--- config.mk ---
export PLATFORM = sky130hd
export DESIGN_NAME = multiplier_controller_taint_track_1bit
export DESIGN_NICKNAME = d
export VERILOG_FILES = /design/src/rtl/multiplier_controller_taint_track_1bit.sv
export SDC_FILE = /design/constraint.sdc
export NUM_CORES = 1
export LEC_CHECK = 0
export ABC_AREA = 1
export CAP_MARGIN = 10
export CORE_AREA = 2 2 409 411
export CTS_BUF_LIST = sky130_fd_sc_hd__clkbuf_16
export CTS_CLUSTER_DIAMETER = 60
export DETAILED_ROUTE_END_ITERATION = 10
export DIE_AREA = 0 0 411 413
export PLACE_DENSITY = 0.3
export SLEW_MARGIN = 10
export SYNTH_ARGS = -nofsm -noshare
export SYNTH_HDL_FRONTEND = slang
export SYNTH_SLANG_ARGS = --single-unit
--- constraint.sdc ---
create_clock -name clk -period 5.6 [get_ports clk]
set_clock_uncertainty 0.05 [all_clocks]
set_input_delay 0.84 -clock clk [delete_from_list [all_inputs] [get_ports clk]]
set_output_delay 0.84 -clock clk [all_outputs]
set_load 0.05 [all_outputs]
--- src/rtl/multiplier_controller_taint_track_1bit.sv ---
`default_nettype none
// ============================================================================
// Module      : multiplier_controller_taint_track_1bit
// Description : Shift-and-add multiplier sequencer with sticky 1-bit taint
//               propagation onto every datapath control.
// Revision    : 1.0 - initial release
// ============================================================================
module multiplier_controller_taint_track_1bit #(
    parameter int WIDTH = 1024
) (
    input  logic                     clk,
    input  logic                     rst_n,
    input  logic                     start,
    input  logic                     start_t,
    input  logic [WIDTH-1:0]         multiplierReg,
    input  logic                     multiplierReg_t,
    output logic                     mrld,
    output logic                     mdld,
    output logic                     rsclear,
    output logic                     rsload,
    output logic                     rsshr,
    output logic                     mrld_t,
    output logic                     mdld_t,
    output logic                     rsclear_t,
    output logic                     rsload_t,
    output logic                     rsshr_t,
    output logic                     busy,
    output logic                     done,
    output logic                     done_t,
    output logic [$clog2(WIDTH)-1:0] bit_idx
);

    localparam int IDXW = $clog2(WIDTH);
    localparam logic [IDXW-1:0] c_last_idx = IDXW'(WIDTH - 1);
    localparam logic [IDXW-1:0] c_one      = IDXW'(1);

    typedef enum logic [2:0] {
        ST_IDLE  = 3'd0,
        ST_LOAD  = 3'd1,
        ST_CALC  = 3'd2,
        ST_SHIFT = 3'd3,
        ST_DONE  = 3'd4
    } state_t;

    state_t          r_state;
    logic [IDXW-1:0] r_bit_idx;
    logic            r_fsm_t;

    // Taint only accumulates while idle, so a tainted request marks the whole
    // operation it launches and every later one until reset.
    always_ff @(posedge clk or negedge rst_n) begin
        if (!rst_n) begin
            r_state   <= ST_IDLE;
            r_bit_idx <= '0;
            r_fsm_t   <= 1'b0;
        end else begin
            case (r_state)
                ST_IDLE: begin
                    r_fsm_t <= r_fsm_t | start_t;
                    if (start) begin
                        r_state <= ST_LOAD;
                    end
                end
                ST_LOAD: begin
                    r_bit_idx <= '0;
                    r_state   <= ST_CALC;
                end
                ST_CALC: begin
                    r_state <= ST_SHIFT;
                end
                ST_SHIFT: begin
                    if (r_bit_idx == c_last_idx) begin
                        r_state <= ST_DONE;
                    end else begin
                        r_bit_idx <= r_bit_idx + c_one;
                        r_state   <= ST_CALC;
                    end
                end
                ST_DONE: begin
                    r_state <= ST_IDLE;
                end
                default: begin
                    r_state <= ST_IDLE;
                end
            endcase
        end
    end

    logic w_in_load;
    logic w_in_calc;

    always_comb begin
        w_in_load = (r_state == ST_LOAD);
        w_in_calc = (r_state == ST_CALC);
    end

    // rsload is the only control that looks at data: the current multiplier bit.
    always_comb begin
        mrld      = w_in_load;
        mdld      = w_in_load;
        rsclear   = w_in_load;
        rsload    = w_in_calc & multiplierReg[r_bit_idx];
        rsshr     = (r_state == ST_SHIFT);
        busy      = (r_state != ST_IDLE);
        done      = (r_state == ST_DONE);
        mrld_t    = r_fsm_t;
        mdld_t    = r_fsm_t;
        rsclear_t = r_fsm_t;
        rsload_t  = r_fsm_t | (w_in_calc & multiplierReg_t);
        rsshr_t   = r_fsm_t;
        done_t    = r_fsm_t;
        bit_idx   = r_bit_idx;
    end

endmodule
`default_nettype wire

---- Word-level counts from Yosys, hierarchy flattened ----
Index checks and enable logic that the tools add are counted.
operators by class
  $lt $le $gt $ge ......................... 1
  add/subtract/negate cells ............... 1
  bitwise gates (word level) .............. 4
  eq/ne operators ......................... 7
  mux-type cells .......................... 7
  reductions and logical operators ........ 4
operators with widths
  kind                     count
  $pmux W10 S2             1
  $pmux W3 S4              1
  $lt A10 B11 Y1 const B   1
  $add A10 B1 Y10 const B  1
  $bmux W1 S10             1
  $eq A10 B10 Y1 const B   1
  $mux W10                 1
  $eq A3 B2 Y1 const B     2
  $mux W3                  2
  $ne A2 B2 Y1 const B     2
  $eq A3 B1 Y1 const B     1
  $eq A3 B3 Y1 const B     1
  $logic_not A3 Y1         1
  $reduce_bool A3 Y1       1
  $and A1 B1 Y1            2
  $or A1 B1 Y1             2
  $reduce_and A2 Y1        1
  $reduce_bool A2 Y1       1
  $mux W1                  1
storage, ports and cells
  word-level logic and storage cells ...... 27
  input bits .............................. 1,029
  register bits after elaboration ......... 14

---- Logic depth before layout (Yosys ltp) ----
  depth after elaboration ................. 3
  mapped depth ............................ 21
  depth with buffers taken out ............ 19

---- Least setup slack after synthesis ----
OpenSTA, ideal clock, no wires.
  kind .................................... register -> output
  start ................................... register r_bit_idx[1] (netlist: bit_idx[1])
  end ..................................... output port rsload
  arrival ................................. 2,698 ps
  path slack .............................. 2,012 ps
  cell stages (with the launch flop) ...... 15
  buffers on the path ..................... 4
  cell sequence ........................... dfrtp_1 buf_4 buf_2 buf_2 buf_2 o21ai_0 o22ai_1 nand2_1 nand4_1 nand3_1 nand2_1 nand2_1 nand3_1 a21oi_1 nor2_1
between the ends
  longest elaborated chain between the ends .. 3
RTL lines
  element                        line  source
  start, declared                46    logic [IDXW-1:0] r_bit_idx;
  start signal, assigned         75    r_bit_idx <= r_bit_idx + c_one;
  $bmux W1 S10                   102   rsload = w_in_calc & multiplierReg[r_bit_idx];
  $mux W1 (not written as such)  102
  $and A1 B1 Y1                  102
  end, declared                  20    output logic rsload,
Every way passes these cells. The select of a mux whose other input is x is not followed.

---- Final worst setup path ----
  start ................................... register r_bit_idx[0] (netlist: bit_idx[0])
  end ..................................... output port rsload
The elaborated chain is that of the path after synthesis.

==> results_dict.tcl <==
set metrics [dict create \
    outcome "finished, final reports clean" \
    tightest_slew_ps 924 \
    antenna_found_initial 52 \
    r2r_cells 12 \
    drive_gt1_share_pct 2.94 \
    crit_arrival_ps 3990 \
    grt_pass1_wl_um 183000 \
    crit_start "bit_idx[0]" \
    cp.required_ps 4710 \
    vias 20500 \
    yosys-top-cells-area "nand2_1, nor2_1, o21ai_0" \
    routabilityCongestion 0.818 \
    cts_hold_buf 0 \
    numCtsBuffers 3 \
    syn_avg_cell_area_um2 4.51 \
    grt_usage_pct 15.7 \
    cap_violations 0 \
    die_h_um 413 \
    route.detailed.drc 0 \
    drt_wl_total_um 142000 \
    seqPwrFrac_pct 2.9 \
    core_um2 166000 \
    globalRouteOverflowTotal 0 \
    synth_area_um2 12000 \
    area_delta_synth_final_pct 109 \
    finalHoldViolations 0 \
    yosysTopAreaCellShare_pct 25.9 \
    crit_fanout 88 \
    crit_path_start_kind "register" \
    leakagePower_nw 10.2 \
    post_cts_buffers 0 \
    finalPower_mw 8.33 \
    swShare_pct 66.6 \
    setup_viol 0 \
    p_per_area_nw_per_um2 333 \
    dr.first_iter.drc_count 1146 \
    cts-root-buf "clkbuf_16" \
    clkTransAtPathRegs_ps 50 \
    first_global_vias 21200 \
    slew_viol_final 0 \
    fin_crit_ps 4880 \
    ys_warn_count 0 \
    r2r_slack_ps 2320 \
    clockBufferDepth 2 \
    ir_drop_uv 199 \
    wl_per_cell_um 24.4 \
    clk_latency_ps 250 \
    clock.fmax_mhz 205 \
    ys_seq_area_share_pct 2.92 \
    worstSetupPathType "reg -> out" \
    p_switching_mw 5.55 \
    start_util_pct 7.22 \
    fin_nets 4601 \
    fillCellCount 19700 \
    clock_power_share_pct 1.7 \
    ys_seq_elements 14 \
    rsz0062_at_grt "no" \
    hpwlAfterDp_um 117000 \
    p_comb_share_pct 95.4 \
    first_pass_iters 6 \
    syn-num-nets 3685 \
    cts.htree.levels 1 \
    port_buffers 1051 \
    synthCells 2655 \
    io_pins 1052 \
    cts.repair.resized 0 \
    final_antenna_net_count 0 \
    min_from "r_state[0]" \
    dieArea_um2 170000 \
    internal_power_mw 2.79 \
    rr_startpoint "bit_idx[4]" \
    endpoint_kind "output port" \
    tritoncts "yes" \
    synth_top_area_cell "nand2_1" \
    post-route-period-util_pct 87.1 \
    ys_types 31 \
    max_slew_margin_pct 37.8 \
    register_area_um2 363 \
    die_x_um 411 \
    setup_tns_ps 0 \
    rows 150 \
    cts_sinks 14 \
    viasPerCell 3.53 \
    worstHoldPathCells 1 \
    multi_input_area_um2 9510 \
    grt_max_degree 92 \
    hp-class "reg -> reg" \
]
==> path summary, 6_finish.rpt <==
check	end
hold / removal	r_state[0]
setup / recovery	rsload
max in group asynchronous	bit_idx[1]
min in group asynchronous	done_t
hold reg to reg	r_state[0]
setup reg to reg	bit_idx[8]
==> metal layers <==
metal / GRT usage [%] / part of all wire, % / routed length [um]
met1: 18.0 / 40 / 56800
met3: 2.55 / 4.7 / 6720
met4: 4.03 / 1.8 / 2560
met2: 29.8 / 53 / 75400
met5: 0 / 0.090 / 128
==> cells in the final DEF (no fill, tap or decap), types with 2 or more instances in the layout <==
cell and instances:
nand4_1 2, nor2_1 572, inv_2 4, a21oi_1 47, clkbuf_16 3, nor3_2 2, dfrtp_4 3, nor2_4 2
buf_12 21, or2_1 2, nor2_2 2, o22ai_1 13, diode_2 23, inv_1 212, and3_1 4, clkdlybuf4s50_1 1050
o21ai_0 350, a31oi_1 2, nand3_1 288, dfrtp_1 10, nand2_1 828, nor3_1 7, o211ai_1 62, o21ai_1 13
buf_4 58, or2_2 2, inv_4 3
==> cell families (layout without fill, tap and decap cells) <==
| group | after synthesis | count (layout) | share of synthesized area (%) |
|---|---|---|---|
| adder cells (fa/ha/maj) | 1 | 1 | 0.104 |
| flip-flops | 14 | 14 | 2.92 |
| AND/OR/NAND/NOR | 1714 | 1714 | 57.2 |
| buffers and inverters | 438 | 1353 | 17.8 |
| other | 0 | 23 | 0 |
| AO/OA/AOI/OAI | 488 | 488 | 21.9 |
==> cell usage after synthesis (all sizes together) <==
master    n
or2       5
clkinv    1
o211ai   62
o22ai    13
nand3   288
buf     179
dfrtp    14
a31oi     2
clkbuf   39
ha        1
and3      4
o21ai   363
nand3b    1
nand2   829
a221oi    1
nor3      9
inv     219
a21oi    47
nor2    576
nand4     2
==> critical path, stage by stage, from the launching register on <==
cell and delay (ps):
dfrtp_4 650, inv_16 370, buf_12 310, nor2_1 60, o21ai_0 530, nand2_1 120
nand2_1 100, inv_1 70, nand2_1 70, nand2_1 110, nand3_1 150, nand3_1 100
nand3_1 100, nand2_1 90, nand2_1 90, nand2_1 60, nor2_1 440, buf_12 210
==> through the flow <==
step	std cells	utilization, %	area, um^2	hold slack, ps	setup slack [ps]
after floorplan	2655	-	12000	416	2010
after global placement	5770	15.0	24900	452	581
after detailed placement	5770	15.0	24900	450	608
after CTS	5774	15.0	24900	457	332
after global routing	5796	15.1	25000	504	282
final	5797	15.1	25000	465	725
==> power by group through the flow <==
stage | registers, mW | logic [mW] | clock network, mW
4_1_cts | 0.252 | 8.32 | 0.144
5_1_grt | 0.251 | 8.89 | 0.150
3_3_place_gp | 0.251 | 8.32 | 0
2_1_floorplan | 0.181 | 4.49 | 0
3_5_place_dp | 0.253 | 8.29 | 0
6_report | 0.239 | 7.95 | 0.144
==> flip-flops by register name, summed over array words and instances, names as in the netlist <==
signal / cells
bit_idx: 10
r_state: 3
done_t: 1
==> final cells by class <==
class / instances / area share, %
clock buffers: 3 / 0.300
well taps: 2204 / 11.0
diodes: 23 / 0.230
flip-flops and latches: 14 / 1.45
multi-input cells: 2203 / 38.1
repair buffers: 1129 / 45.5
inverters: 220 / 3.43
clock inverters: 1 / 0.0150
(Power assumes the default switching activity.)
